**config.mk**
```make
export PLATFORM = sky130hd
export DESIGN_NAME = pipe_status_ctrl
export DESIGN_NICKNAME = d
export VERILOG_FILES = /design/src/rtl/pipe_status_ctrl.sv
export SDC_FILE = /design/constraint.sdc
export NUM_CORES = 1
export LEC_CHECK = 0
export BUFFER_PORTS_ARGS = -buffer_cell sky130_fd_sc_hd__buf_2
export CAP_MARGIN = 30
export CORE_MARGIN = 4
export CORE_UTILIZATION = 40
export CTS_BUF_LIST = sky130_fd_sc_hd__clkbuf_2
export DETAILED_ROUTE_END_ITERATION = 12
export MAX_ROUTING_LAYER = met4
export PLACE_DENSITY = 0.72
export REMOVE_ABC_BUFFERS = 1
export SLEW_MARGIN = 15
export SYNTH_ARGS = -nofsm -noshare
export SYNTH_HDL_FRONTEND = slang
export SYNTH_SLANG_ARGS = --single-unit
```
**constraint.sdc**
```tcl
create_clock -name clk -period 3.8 [get_ports clk]
set_input_delay 0.19 -clock clk [delete_from_list [all_inputs] [get_ports clk]]
set_output_delay 0.19 -clock clk [all_outputs]
set_load 0.02 [all_outputs]
```
**src/rtl/pipe_status_ctrl.sv**
```systemverilog
// ---------------------------------------------------------------------------
// pipe_status_ctrl
// Run/stall/pipeline-reset controller for an NSTG-stage CPU pipeline.
// Merges the stall sources, waits for DRAM calibration, sequences start/quit
// and provides a single-/multi-step debug mode. Stall and flush are fanned out
// to the pipeline stages with a per-stage stagger.
//
// Optional feature macro: STALL_CNT_EN
//   defined   : stall_cycles counts cycles with cpu_running & stall
//               (saturating, cleared while rst_pipe is high)
//   undefined : stall_cycles tied to 0, no counter flops
//
// Ports
//   clk, rst_n           clock, asynchronous active-low reset
//   stall_src            stall requests from NSRC sources (OR-reduced)
//   init_calib_complete  memory calibration done
//   cpu_start            start pulse
//   quit_cmd             stop pulse
//   step_cmd             step request pulse
//   step_num             cycles to step, sampled with step_cmd (0 acts as 1)
//   stall                global fetch stall
//   stall_stg            per-stage stall, index 0 = ID ... NSTG-1 = WB
//   stall_1shot          first cycle of a stall
//   stall_dly            stall delayed by one cycle
//   rst_pipe             pipeline flush pulse for the fetch stage
//   rst_pipe_stg         flush pulse, stage k delayed by k+1 cycles
//   cpu_running          state RUN or STEP
//   step_busy            state STEP
//   stall_cycles         stalled-while-running cycle count
// ---------------------------------------------------------------------------
`timescale 1ns/1ps

module pipe_status_ctrl #(
    parameter int unsigned NSTG   = 5,
    parameter int unsigned NSRC   = 2,
    parameter int unsigned STEP_W = 16
) (
    input  logic              clk,
    input  logic              rst_n,
    input  logic [NSRC-1:0]   stall_src,
    input  logic              init_calib_complete,
    input  logic              cpu_start,
    input  logic              quit_cmd,
    input  logic              step_cmd,
    input  logic [STEP_W-1:0] step_num,
    output logic              stall,
    output logic [NSTG-1:0]   stall_stg,
    output logic              stall_1shot,
    output logic              stall_dly,
    output logic              rst_pipe,
    output logic [NSTG-1:0]   rst_pipe_stg,
    output logic              cpu_running,
    output logic              step_busy,
    output logic [31:0]       stall_cycles
);

    localparam int unsigned CNT_W = 32;

    localparam logic [1:0] S_IDLE = 2'd0;
    localparam logic [1:0] S_PEND = 2'd1;
    localparam logic [1:0] S_RUN  = 2'd2;
    localparam logic [1:0] S_STEP = 2'd3;

    logic [1:0]        state;
    logic [1:0]        state_nxt;
    logic [STEP_W-1:0] step_cnt;
    logic [STEP_W-1:0] step_cnt_nxt;
    logic              src_any;
    logic              rst_pipe_nxt;
    // Stall history: dly[k] is stall delayed by k cycles.
    logic [NSTG-1:1]   dly;

    assign src_any = |stall_src;

    // State and step counter registers
    always_ff @(posedge clk or negedge rst_n) begin
        if (!rst_n) begin
            state    <= S_IDLE;
            step_cnt <= '0;
        end else begin
            state    <= state_nxt;
            step_cnt <= step_cnt_nxt;
        end
    end

    // Next-state logic; priority quit > lost calibration > start > step
    always_comb begin
        state_nxt    = state;
        step_cnt_nxt = step_cnt;
        if (quit_cmd) begin
            state_nxt = S_IDLE;
        end else if (!init_calib_complete) begin
            // PEND holds here until calibration finishes
            case (state)
                S_RUN, S_STEP: state_nxt = S_IDLE;
                S_IDLE:        if (cpu_start) state_nxt = S_PEND;
                default:       state_nxt = state;
            endcase
        end else if (cpu_start) begin
            state_nxt = S_RUN;
        end else begin
            case (state)
                S_IDLE: begin
                    if (step_cmd) begin
                        state_nxt    = S_STEP;
                        step_cnt_nxt = (step_num == '0) ? STEP_W'(1) : step_num;
                    end
                end
                S_PEND: state_nxt = S_RUN;
                S_STEP: begin
                    // Stalled cycles do not consume step credit
                    if (!src_any) begin
                        step_cnt_nxt = step_cnt - STEP_W'(1);
                        if (step_cnt == STEP_W'(1)) begin
                            state_nxt = S_IDLE;
                        end
                    end
                end
                default: state_nxt = state;
            endcase
        end
    end

    // Registered state decodes
    always_ff @(posedge clk or negedge rst_n) begin
        if (!rst_n) begin
            cpu_running <= 1'b0;
            step_busy   <= 1'b0;
        end else begin
            cpu_running <= (state_nxt == S_RUN) || (state_nxt == S_STEP);
            step_busy   <= (state_nxt == S_STEP);
        end
    end

    // Flush on a real start or a real stop; commands that do not change
    // the running status (start while stepping, quit while idle) do not flush
    assign rst_pipe_nxt = (cpu_start & ~cpu_running) | (quit_cmd & cpu_running);

    always_ff @(posedge clk or negedge rst_n) begin
        if (!rst_n) begin
            rst_pipe     <= 1'b0;
            rst_pipe_stg <= '0;
        end else begin
            rst_pipe        <= rst_pipe_nxt;
            rst_pipe_stg[0] <= rst_pipe;
            for (int k = 1; k < int'(NSTG); k++) begin
                rst_pipe_stg[k] <= rst_pipe_stg[k-1];
            end
        end
    end

    // Fetch stall goes out in the same cycle as the source request
    assign stall       = ~cpu_running | src_any;
    assign stall_dly   = dly[1];
    assign stall_1shot = stall & ~dly[1];

    // Stall history shift register; resets to "stalled" everywhere
    always_ff @(posedge clk or negedge rst_n) begin
        if (!rst_n) begin
            dly <= '1;
        end else begin
            dly[1] <= stall;
            for (int k = 2; k < int'(NSTG); k++) begin
                dly[k] <= dly[k-1];
            end
        end
    end

    // Stage k stays stalled only while stall has been high for k more cycles,
    // so a released stall drains down the pipe one stage per cycle
    always_comb begin
        logic acc;
        acc          = stall;
        stall_stg    = '0;
        stall_stg[0] = acc;
        for (int k = 1; k < int'(NSTG); k++) begin
            acc          = acc & dly[k];
            stall_stg[k] = acc;
        end
    end

`ifdef STALL_CNT_EN
    logic [CNT_W-1:0] stall_cnt;

    // Saturating stall counter, cleared by the flush pulse
    always_ff @(posedge clk or negedge rst_n) begin
        if (!rst_n) begin
            stall_cnt <= '0;
        end else if (rst_pipe) begin
            stall_cnt <= '0;
        end else if (cpu_running && stall && (stall_cnt != '1)) begin
            stall_cnt <= stall_cnt + CNT_W'(1);
        end
    end

    assign stall_cycles = stall_cnt;
`else
    assign stall_cycles = CNT_W'(0);
`endif

endmodule

```
==> results.md, run 1 <==
- CTS Buf Count: 5
- Cell internal pwr: 504 uW
- Switching Fraction: 0.396
- Max VDD drop: 179 uV
- Number of global-route vias before repair: 1462
- Area contributors post-synth: dfrtp_1, buf_4, dfstp_2
- Synth area leader: dfrtp_1
- H-tree Lvls: 2
- Die X-Extent: 76.8 um
- Status: finished clean
- DR vias/cell: 5.37
- Static Leakage: 0.000887 uW
- Pin count of the biggest net entering global routing: 31
- Worst Path Required: 4.04 ns
- Sink Count: 30
- Max_cap viols: 0
- Setup violators final: 0
- Worst-Margin Slew: 0.838 ns
- Slowest cell on crit path: nor4_1
- Post-route minimum period: 1.97 ns
- Clock Tree Root: clkbuf_2
- Crit-path leading delay family: simple AND/OR/NAND/NOR gates
- Post-route setup slack: 1.83 ns
- Rel. slew slack: 0.440
- Async SR Flop Fraction: 1.00
- Post-DP HPWL: 3310 um
- DR vias: 1599
- Crit path capture type: flop
- Die Y: 76.8 um
- Startpoint types: flop
- Psw: 331 uW
- Post-synthesis sequential area ratio: 0.400
- Final Skew: 0.0171 ns
- Crit path max fanout: 6
- Die Area: 0.00589 mm2
- Final #Nets: 271
- Pre-CTS setup slack: 1.89 ns
- Hold crit path type: primary input to flop
- Post-Route WL: 4360 um
- PortBufs: 39
- Post-synth EDFFs: 0
- Syn Area/Cell: 9.13 um2
- Worst path max stage delay: 0.55 ns
- TritonCTS clock tree: done
- Pre-antenna DRT Iters: 4
- First-pass GRT wire length: 7300 um
- Period utilization: 0.519
- Layout cells sized above 1: 0.256
- FP Rows: 24
- Unique masters post-synth: 48
- Synth warn: 0
- Bufs and invs on worst path: 0
- DR iter-0 viols: 130
- Synthesized area: 0.00189 mm2
- Post-route ant nets: 0
- Grt ovf: 0
- Critical path cell sequence: nor4_1, nand4_1, nor4_1, nor4b_1
- Total track usage: 0.157
- Most common cell on crit path: nor4_1
- ANT cells: 0
- Post-CTS Resized: 0
- Seq pwr share: 0.530
- Setup TNS: 0 ns
- Power density over cell area: 411 mW/mm2
- Starting Density: 0.423
- Clk pwr share: 0.188
- Final Slew Violations: 0
- Arr. time, crit path: 2.21 ns
- Drt drc: 0
- Unrepaired setup endpoints after global routing: false
- Initial antenna violation count: 0
- Post-Synthesis Cells: 207
- WL/cell: 14.6 um
- CTS Buffer Depth: 2
- Final Hold Viols: 0
- Clk Latency, worst-skew pair: 0.36 ns
- Most used DFF post-synth: dfrtp_1
- Synth top area share: 0.344
- Synth Register Bits: 30
- Crit path kind: flop to flop
- Area delta synth->final: 7.41%
- Clock slew at reported path FFs: 0.16 ns
- Gate power share: 0.281
- Core footprint: 0.00447 mm2
- Final GP Congestion: 0.874
- Fmax: 507 MHz
- Number of I/O pins: 72
## repair_timing
| action | CTS | global route |
|---|---|---|
| setup endpoints to repair | 0 | 0 |
| buffers inserted | 0 | 0 |
| hold buffers | 1 | 0 |
| hold endpoints to repair | 26 | 0 |
## power by group through the flow
stage               Clock [uW]  Combinational [uW]  Sequential (uW)
floorplan                    0                 159              440
global placement             0                 230              446
detailed placement           0                 233              448
CTS                        166                 235              441
global route               179                 263              453
finish                     157                 235              443
## worst paths after layout
check	startpoint	to	slack (ns)	depth (start not counted)
min in group asynchronous	rst_n	step_cnt[4]	0.38	2
min reg2reg	dly[2]	dly[3]	0.37	0
max in group asynchronous	rst_n	state[0]	2.97	2
min	quit_cmd	cpu_running	0.06	2
max	step_cnt[8]	state[1]	1.83	4
max reg2reg	step_cnt[8]	state[1]	1.83	4
## kinds of logic after synthesis
logic type / count (synthesis) / synth area share
AOI/OAI and AO/OA: 52 / 0.183
adders and majority gates: 2 / 0.0132
buffers and inverters: 44 / 0.161
DFF: 30 / 0.400
muxes: 2 / 0.0113
other: 1 / 0.00198
and+or+nand+nor: 76 / 0.229
## flip-flops by register name, indices dropped and copies added, names as in the netlist
signal / count
step_cnt: 16
cpu_running: 1
rst_pipe_stg: 5
dly: 4
state: 2
step_busy: 1
rst_pipe: 1
## synth_stat cells (2+ instances only)
cell type,number
buf_4,33
dfrtp_1,26
nor2_1,18
o21ai_0,16
nor3_1,10
nor4_1,10
a21oi_1,8
nand2_1,6
nand4_1,6
a31oi_1,5
nand3_1,5
clkbuf_1,4
dfstp_2,4
o22a_1,4
and2_1,3
inv_1,3
nor3b_1,3
a21boi_0,2
a22oi_1,2
a31o_2,2
a41oi_1,2
and3_1,2
buf_6,2
ha_1,2
nor2b_1,2
nor4b_1,2
o211ai_1,2
o21ba_2,2
or3_1,2
## metrics by stage
stage	power [uW]	instances	hold slack (ns)	instance area, um2	util
floorplan	599	197	-0.106	1710	-
detailed placement	681	289	0.278	1980	0.443
CTS	842	298	0.0127	2030	0.454
global route	895	298	0.0275	2030	0.454
global placement	675	289	0.276	1980	0.443
finish	835	298	0.0569	2030	0.454
## worst register-to-register path, delay by kind of cell, from the launching register on
family           cells  cell delay [ns]
AND/OR/NAND/NOR      4             1.39
flip-flops           1             0.46
## final cells by class
| cell class | instances | area [um2] |
|---|---|---|
| Multi-Input combinational cell | 164 | 946 |
| Sequential cell | 30 | 756 |
| Clock buffer | 6 | 30.0 |
| Tap cell | 52 | 65.1 |
| Timing Repair Buffer | 41 | 213 |
| Fill cell | 444 | 2440 |
| Inverter | 3 | 11.3 |
| Clock inverter | 2 | 10.0 |
## layer usage
layer,wire [um],track usage
met1,1930,0.214
met2,1960,0.226
met3,418,0.0410
met4,58,0.0489
met5,0,-
## layout by cell type, fill, tap and decap left out, types with 2 or more instances in the layout
master and count:
buf_2 39, conb_1 32, dfrtp_1 26, nor2_1 18
o21ai_0 16, nor4_1 10, nor3_1 10, a21oi_1 8
nand4_1 6, nand2_1 6, clkbuf_2 6, nand3_1 5
a31oi_1 5, o22a_1 4, dfstp_2 4, inv_1 3
and2_1 3, nor3b_1 3, nor4b_1 2, and3_1 2
or3_1 2, a31o_2 2, a21boi_0 2, a41oi_1 2
o211ai_1 2, nor2b_1 2, a22oi_1 2, o21ba_2 2
ha_1 2, clkinv_2 2
Power figures use the tool's default switching activity.
==> run 2, diff against run 1 <==
==> constraint.sdc (replaced) <==
create_clock -name clk -period 1.85 [get_ports clk]
set_input_delay 0.0925 -clock clk [delete_from_list [all_inputs] [get_ports clk]]
set_output_delay 0.0925 -clock clk [all_outputs]
set_load 0.02 [all_outputs]
==> results.md, run 2 (same netlist as run 1, synthesis figures left out) <==
- Status: finished clean
- Fmax: 555 MHz (+9.4%)
- Pre-antenna DRT Iters: 4 (unchanged)
- Biggest regs: step_cnt (16), rst_pipe_stg (5), dly (4)
- Area taken by multi-input logic gates: 967 um2 (+2.2%)
- Top sig layer: met4
- Crit path capture type: flop
- Pre-CTS setup slack: 0.0802 ns (-1.81 ns)
- Grt ovf: 0 (unchanged)
- Post-Route WL: 4610 um (+5.9%)
- Crit path max fanout: 4 (-2)
- DR iter-0 viols: 195 (+50%)
- Arr. time, crit path: 2.13 ns (-0.08 ns)
- Hold crit path type: primary input to flop
- Met2 WL: 2160 um (+10%)
- Crit path kind: flop to flop
- Number of I/O pins: 72 (unchanged)
- Die X-Extent: 76.8 um (unchanged)
- CTS Buffer Depth: 2 (unchanged)
- Final Cell Area: 0.00222 mm2 (+9.3%)
- Total track usage: 0.158 (+0.00172)
- Post-route ant nets: 0 (unchanged)
- DR vias/cell: 5.50 (+2.6%)
- Final GP Congestion: 0.851 (-2.6%)
- Clk Latency, worst-skew pair: 0.37 ns (about the same)
- Sequential cell area: 756 um2 (unchanged)
- Layout Cells excl Fill: 318 (+6.7%)
- Starting Density: 0.423 (unchanged)
- Bufs and invs on worst path: 0 (unchanged)
- Layout cells sized above 1: 0.312 (+0.0559)
- Post-DP HPWL: 3410 um (+2.9%)
- ANT cells: 0 (unchanged)
- Period utilization: 0.974 (+0.455)
- Most frequent cells in the layout: buf_2, conb_1, dfrtp_1, nor2_1, buf_4
- Sink Count: 30 (unchanged)
- Final #Nets: 291 (+7.4%)
- Final Hold Viols: 0 (unchanged)
- Post-route setup slack: 0.0473 ns (-1.78 ns)
- Drt drc: 0 (unchanged)
- Number of global-route vias before repair: 1582 (+8.2%)
- Crit-path leading delay family: simple AND/OR/NAND/NOR gates
- Commonest non-fill, non-tap cell in the layout: buf_2
- Die Area: 0.00589 mm2 (unchanged)
- Worst-Margin Slew: 0.693 ns (-0.145 ns)
- RR Startpoint: step_cnt[9]
- Fillers: 434 (-2.3%)
- H-tree Lvls: 2 (unchanged)
- Clock slew at reported path FFs: 0.16 ns (about the same)
- Placed cells: 304 (+5.2%)
- Crit path capture: step_cnt[11]
- Setup violators final: 0 (unchanged)
- Max_cap viols: 0 (unchanged)
- Core footprint: 0.00447 mm2 (unchanged)
- Unrepaired setup endpoints after global routing: true
- TritonCTS clock tree: done
- Final Util: 0.496 (+0.0422)
- Initial antenna violation count: 0 (unchanged)
- Max VDD drop: 398 uV (+120%)
- FP Rows: 24 (unchanged)
- Static Leakage: 0.000999 uW (+13%)
- Metal3 WL: 455 um (+8.9%)
- Slowest cell on crit path: or4_1
- Area delta synth->final: 17.4%
- R2r setup slk: 0.05 ns (-1.78 ns)
- Post-route minimum period: 1.80 ns (-0.170 ns)
- Crit path depth: 4 (unchanged)
- R2r endpoint: step_cnt[11]
- Max reg flops: 16 (unchanged)
- Power density over cell area: 818 mW/mm2 (+99%)
- Top reg by flops: step_cnt
- Met1 Wirelength: 1950 um (+1.4%)
- DR vias: 1750 (+9.4%)
- CP startpoint: step_cnt[9]
- WL/cell: 14.5 um (-0.78%)
- Final Slew Violations: 0 (unchanged)
- Worst Path Required: 2.18 ns (-1.86 ns)
- Clock Tree Root: clkbuf_2
- Pin count of the biggest net entering global routing: 31 (unchanged)
- Startpoint types: flop
- Dpl cell area: 0.00211 mm2 (+6.3%)
- Critical path cell sequence: or4_1, or3_1, a21oi_1, o22a_1
- Worst path max stage delay: 0.63 ns (+0.08 ns)
- Worst Hold Depth: 3 (+1)
- Reg2reg path depth: 4 (unchanged)
- First-pass GRT wire length: 7420 um (+1.6%)
- Die Y: 76.8 um (unchanged)
- Final Skew: 0.0228 ns (+0.00569 ns)
- CTS Buf Count: 5 (unchanged)
- PortBufs: 39 (unchanged)
- Rel. slew slack: 0.538 (+0.0983)
## run 2: worst min-delay path: stages
cell and delay (ns):
buf_2 0.09, a32oi_1 0.05, o21ai_0 0.13
## run 2: worst min path at each step
| stage | slack (ns) | startpoint | end |
|---|---|---|---|
| detailed placement | 0.18 | rst_n | step_cnt[7] |
| global route | 0.04 | step_num[1] | step_cnt[1] |
| CTS | 0.008 | step_num[3] | step_cnt[3] |
| global placement | 0.19 | rst_n | step_cnt[7] |
| finish | 0.02 | step_num[6] | step_cnt[6] |
| floorplan | -0.20 | rst_n | cpu_running |
## run 2: per-stage QoR
| stage | hold slack (ns) | total power (uW) | setup TNS (ns) |
|---|---|---|---|
| 6_report | 0.0153 | 1820 | 0 |
| 3_3_place_gp | 0.185 | 1450 | 0 |
| 2_1_floorplan | -0.203 | 1230 | -2.34 |
| 3_5_place_dp | 0.181 | 1460 | 0 |
| 4_1_cts | 0.00803 | 1800 | 0 |
| 5_1_grt | 0.0380 | 1940 | -0.0916 |
## run 2: per-layer routing
| metal | GRT usage | vias up |
|---|---|---|
| met2 | 0.242 | 94 |
| met3 | 0.0714 | 7 |
| li1 | - | 818 |
| met5 | - | - |
| met4 | 0.0362 | 0 |
| met1 | 0.192 | 831 |
## run 2: power breakdown
part           switching, uW  internal (uW)
Clock                    216            112
Combinational            351            241
Sequential               126            770
## run 2: cell type report
class | instances | area share
clock buffers | 8 | 0.0180
inverters | 3 | 0.00507
multi-input cells | 164 | 0.436
flip-flops and latches | 30 | 0.340
well taps | 52 | 0.0293
repair buffers | 61 | 0.171
## run 2: timing repair
action / CTS / global route
gates resized for setup: 0 / 4
hold buffers: 3 / 0
hold endpoints to repair: 28 / 0
buffers inserted: 0 / 3
endpoints found under the setup margin: 0 / 7
